==> src/rtl/bcd_display_controller.sv <==
// bcd_display_controller: frame-synchronous BCD counter with per-pixel digit/glyph scheduling
// for a 7-segment decoder and bitmap renderer.
module bcd_display_controller #(
    parameter int NDIGITS = 4,
    parameter int FRAMES_PER_TICK = 60,
    parameter int XORG = 64,
    parameter int YORG = 32
) (
    input  logic                   clk,
    input  logic                   reset,
    input  logic [9:0]             hpos,
    input  logic [9:0]             vpos,
    input  logic                   run,
    input  logic                   clear,
    output logic [3:0]             digit,
    output logic [2:0]             col,
    output logic [2:0]             row,
    output logic                   in_field,
    output logic [4*NDIGITS-1:0]   count_bcd,
    output logic                   wrap
);
    localparam int FW = (FRAMES_PER_TICK > 1) ? $clog2(FRAMES_PER_TICK) : 1;
    localparam logic [FW-1:0] LAST = FW'(FRAMES_PER_TICK - 1);
    localparam logic [10:0] X0 = 11'(XORG);
    localparam logic [10:0] X1 = 11'(XORG + 16*NDIGITS);
    localparam logic [10:0] Y0 = 11'(YORG);
    localparam logic [10:0] Y1 = 11'(YORG + 16);

    logic                 fs, carry, inf, zero_run;
    logic [FW-1:0]        frame_cnt;
    logic                 clear_pending;
    logic [4*NDIGITS-1:0] cnt_inc;
    logic [NDIGITS-1:0]   blank;
    logic [9:0]           rel_x, rel_y;
    logic [2:0]           idx;
    logic [3:0]           sel;

    assign fs    = hpos == 10'd0 && vpos == 10'd0;
    assign rel_x = hpos - 10'(XORG);
    assign rel_y = vpos - 10'(YORG);
    assign inf   = {1'b0, hpos} >= X0 && {1'b0, hpos} < X1 && {1'b0, vpos} >= Y0 && {1'b0, vpos} < Y1;
    assign idx   = 3'(NDIGITS - 1) - rel_x[6:4];

    // Ripple BCD increment; carry out of the top digit means all digits were 9.
    always_comb begin
        cnt_inc = count_bcd;
        carry = 1'b1;
        for (int i = 0; i < NDIGITS; i++) begin
            if (carry) begin
                cnt_inc[4*i +: 4] = count_bcd[4*i +: 4] == 4'd9 ? 4'd0 : count_bcd[4*i +: 4] + 4'd1;
                carry = count_bcd[4*i +: 4] == 4'd9;
            end
        end
    end

    always_comb begin
        zero_run = 1'b1;
        blank = '0;
        for (int k = NDIGITS - 1; k >= 0; k--) begin
            zero_run = zero_run && count_bcd[4*k +: 4] == 4'd0;
            blank[k] = (k > 0) && zero_run;
        end
    end

    always_comb begin
        sel = 4'hF;
        for (int k = 0; k < NDIGITS; k++)
            if (idx == 3'(k) && !blank[k]) sel = count_bcd[4*k +: 4];
    end

    // A clear arriving on the frame-start cycle itself takes effect immediately.
    always_ff @(posedge clk or negedge reset) begin
        if (!reset) begin
            count_bcd <= '0;
            frame_cnt <= '0;
            clear_pending <= 1'b0;
            wrap <= 1'b0;
        end else begin
            wrap <= 1'b0;
            if (fs) begin
                if (clear_pending || clear) begin
                    count_bcd <= '0;
                    frame_cnt <= '0;
                    clear_pending <= 1'b0;
                end else if (run && frame_cnt == LAST) begin
                    count_bcd <= cnt_inc;
                    frame_cnt <= '0;
                    wrap <= carry;
                end else if (run) begin
                    frame_cnt <= frame_cnt + FW'(1);
                end
            end else if (clear) begin
                clear_pending <= 1'b1;
            end
        end
    end

    always_ff @(posedge clk or negedge reset) begin
        if (!reset) begin
            digit <= 4'hF;
            col <= '0;
            row <= '0;
            in_field <= 1'b0;
        end else begin
            digit <= inf ? sel : 4'hF;
            col <= inf ? rel_x[3:1] : 3'd0;
            row <= inf ? rel_y[3:1] : 3'd0;
            in_field <= inf;
        end
    end
endmodule
==> config.mk <==
export PLATFORM = sky130hd
export DESIGN_NAME = bcd_display_controller
export DESIGN_NICKNAME = d
export VERILOG_FILES = /design/src/rtl/bcd_display_controller.sv
export SDC_FILE = /design/constraint.sdc
export NUM_CORES = 1
export LEC_CHECK = 0
export ABC_AREA = 1
export BUFFER_PORTS_ARGS = -buffer_cell sky130_fd_sc_hd__buf_2
export CAP_MARGIN = 30
export CORE_ASPECT_RATIO = 1.1
export CORE_MARGIN = 3
export CORE_UTILIZATION = 31
export DETAILED_ROUTE_END_ITERATION = 8
export GPL_ROUTABILITY_DRIVEN = 0
export SLEW_MARGIN = 15
export SYNTH_ARGS = -nofsm -noshare
export SYNTH_HDL_FRONTEND = slang
export SYNTH_SLANG_ARGS = --single-unit
export TNS_END_PERCENT = 5
==> constraint.sdc <==
create_clock -name clk -period 1.7 [get_ports clk]
set_clock_uncertainty 0.05 [all_clocks]
set_input_delay 0 -clock clk [delete_from_list [all_inputs] [get_ports clk]]
set_output_delay 0 -clock clk [all_outputs]
set_load 0.01 [all_outputs]
==> flow_metrics.tcl <==
set metrics [dict create \
    ant_nets 0 \
    core-area_mm2 0.00717 \
    fin_ws_ns 0.114 \
    syn_nets 364 \
    antenna_found_initial 0 \
    grt-ovfl-total 0 \
    fmax_mhz 630 \
    synth_compound_area_share_pct 4.03 \
    clkTransAtPathRegs_ns 0.08 \
    relSlewSlack_pct 59.8 \
    wl_um 5730 \
    hold_path_class "input port to register" \
    run_status "complete, no violations" \
    switching_share_pct 24.8 \
    grt_setup_unrepaired "true" \
    grt_pass1_wl_um 9830 \
    nets 444 \
    p_sw_mw 0.383 \
    worstHoldPathCells 6 \
    ios 52 \
    routedWlPerCell_um 11.6 \
    tightest_slew_ns 0.603 \
    fin_setup_tns_ns 0 \
    clockRootBuffer "clkbuf_8" \
    finalSetupViolations 0 \
    final_layout_size_suffix_gt1_share_pct 26.4 \
    ff2ff_setup_slack_ns 0.11 \
    pwr-share-comb_pct 6.5 \
    start_util_pct 32.5 \
    muxShareOfSynthArea_pct 0 \
    slowest_stage "dfrtp_1" \
    clkSinkCount 35 \
    firstDrtPassIters 5 \
    drtIter0Drc 90 \
    dp_slack_ns 0.0430 \
    power_mw 1.55 \
    reg2reg_depth 10 \
    synth-adder-area-share_pct 6.44 \
    synthArstFlopShare_pct 100 \
    synth-simple-area-share_pct 41.7 \
    clk_path_buf_depth 2 \
    synthDistinctLibCells 30 \
    slew_viol_final 0 \
    p_int_mw 1.16 \
    dpl.hpwl_um 4300 \
    crit_chain "inv_1 -> ha_1 -> nand2_1 -> nor2_4 -> inv_1 -> nand2_1 -> nand2_4 -> nor2_8 -> nand2_1 -> o21ai_1" \
    drc_errors 0 \
    port_buffers 51 \
    max_cap_violations 0 \
    dieArea_mm2 0.00859 \
    diodes 0 \
    synth_xor_area_share_pct 1.50 \
    path_class "register to register" \
    hold_viol_final 0 \
    clkPwrFrac_pct 39.7 \
    vias 2228 \
    syn_area_per_cell_um2 7.10 \
    crit_fanout 7 \
    yosysTopAreaCell "dfrtp_1" \
    grtUsageTotal_pct 14.2 \
    yosys-top-cells-area "dfrtp_1 (33%), nand2_1 (17%), nor2_1 (7.3%)" \
    synth_edf_count 0 \
    ys.flop_type "dfrtp_1" \
    die_h_um 96.9 \
    crit_arrival_ns 1.75 \
    synth_most_common_cell "nand2_1" \
    ir_drop_mv 0.200 \
    insertion_delay_ns 0.29 \
    max_stage_delay_ns 0.38 \
    layout_min_cycle_time_ns 1.59 \
    viasPerCell 4.51 \
    row_count 32 \
    syn_to_final_growth_pct 28.8 \
    leakagePower_nw 1.59 \
    synth_top_family_by_area "simple AND/OR/NAND/NOR gates" \
    synth_cells 328 \
    power_density_mw_per_mm2 516 \
    crit_required_ns 1.86 \
    synth_top_area_share_pct 33.3 \
    die_w_um 88.7 \
    cts_buffers 5 \
    crit_path_end_kind "register" \
    grt_max_degree 26 \
    ys_ff_latch 35 \
    share_seq_of_total_power_pct 53.8 \
    timing.critical_path.mode_cell "nand2_1" \
    startpoint_type "register" \
    syn_area_mm2 0.00233 \
    synth-warning-count 0 \
    grt_pass1_vias 2083 \
    yosys-top-cells-count "nand2_1 (104), nor2_1 (45), inv_1 (43)" \
    ys_seq_area_share_pct 37.8 \
    post-route-period-util_pct 93.3 \
    htreeDepth 2 \
    cts_tree "built" \
]
==> power by group through the flow <==
stage	combinational [mW]	sequential, mW	clock, mW
detailed placement	0.0868	0.849	0
global placement	0.0862	0.849	0
floorplan	0.0289	0.849	0
finish	0.101	0.833	0.615
CTS	0.103	0.832	0.649
global route	0.117	0.832	0.674
==> final cells by class <==
class | instances | area [um2]
clock buffer | 5 | 68.8
clock inverter | 3 | 20.0
fill | 730 | 4170
inverter | 45 | 173
multi-input combinational | 244 | 1280
sequential | 35 | 882
tap | 85 | 106
timing repair buffer | 77 | 475
==> logic make-up (layout without fill, tap and decap cells) <==
logic type | Yosys count | after routing
buf+inv | 49 | 130
simple gates | 210 | 210
fa+ha+maj | 12 | 12
flops | 35 | 35
compound gates | 18 | 18
xor+xnor | 4 | 4
==> worst paths after layout <==
kind / from / endpoint
max in group asynchronous: reset / count_bcd[1]$_DFFE_PN0P_
min: hpos[4] / digit[2]$_DFF_PN1_
min reg2reg: frame_cnt[1]$_DFFE_PN0P_ / frame_cnt[1]$_DFFE_PN0P_
max: count_bcd[1]$_DFFE_PN0P_ / count_bcd[6]$_DFFE_PN0P_
min in group asynchronous: reset / in_field$_DFF_PN0_
max reg2reg: count_bcd[1]$_DFFE_PN0P_ / count_bcd[6]$_DFFE_PN0P_
==> per-layer routing <==
layer | vias to the layer above | part of all wire, % | GRT usage [%]
li1 | 1180 | - | -
met1 | 998 | 47 | 18.7
met2 | 48 | 48 | 22.7
met3 | 2 | 4.1 | 3.07
met4 | 0 | 0.59 | 4.77
met5 | - | 0 | 0
==> cell usage in the layout (no fill, tap or decap), types with 3 or more instances in the layout <==
| master | count |
|---|---|
| nand2_1 | 104 |
| buf_2 | 51 |
| nor2_1 | 42 |
| inv_1 | 41 |
| nand3_1 | 30 |
| dfrtp_1 | 30 |
| buf_4 | 16 |
| o21ai_0 | 12 |
| ha_1 | 11 |
| dlygate4sd3_1 | 10 |
| nor2_4 | 5 |
| clkbuf_8 | 5 |
| nand4_1 | 4 |
| nor3_1 | 4 |
| nor2_2 | 4 |
| dfstp_2 | 4 |
| inv_2 | 3 |
| o21ai_1 | 3 |
| nand2_2 | 3 |
| clkinvlp_4 | 3 |
==> timing repair <==
| item | in CTS | in global routing |
|---|---|---|
| endpoints found under the hold margin | 27 | 0 |
| setup endpoints to repair | 0 | 20 |
| hold buffers | 10 | 0 |
| buffers inserted | 0 | 1 |
| gates resized for setup | 0 | 10 |
==> worst max-delay path, delay by kind of cell (launching register included) <==
kind,cells,cell delay (ns)
AND/OR/NAND/NOR,6,0.65
AO/OA/AOI/OAI,1,0.10
adder cells (fa/ha/maj),1,0.15
flip-flops,1,0.38
buffers and inverters,2,0.18
==> per-stage QoR <==
| step | instance area [um2] | cells | utilization, % | hold slack, ns |
|---|---|---|---|---|
| floorplan | 2330 | 328 | - | -0.346 |
| global placement | 2780 | 475 | 38.7 | -0.00583 |
| detailed placement | 2780 | 475 | 38.7 | -0.000448 |
| CTS | 2960 | 493 | 41.4 | 0.0426 |
| global route | 3000 | 494 | 41.9 | 0.107 |
| finish | 3000 | 494 | 41.9 | 0.0539 |
==> flip-flops by register name, summed over array words and instances, names as in the netlist <==
name and cells:
row 3, in_field 1, digit 4, col 3, frame_cnt 6, count_bcd 16, clear_pending 1, wrap 1
No activity file was read; power rests on OpenSTA's default activity.
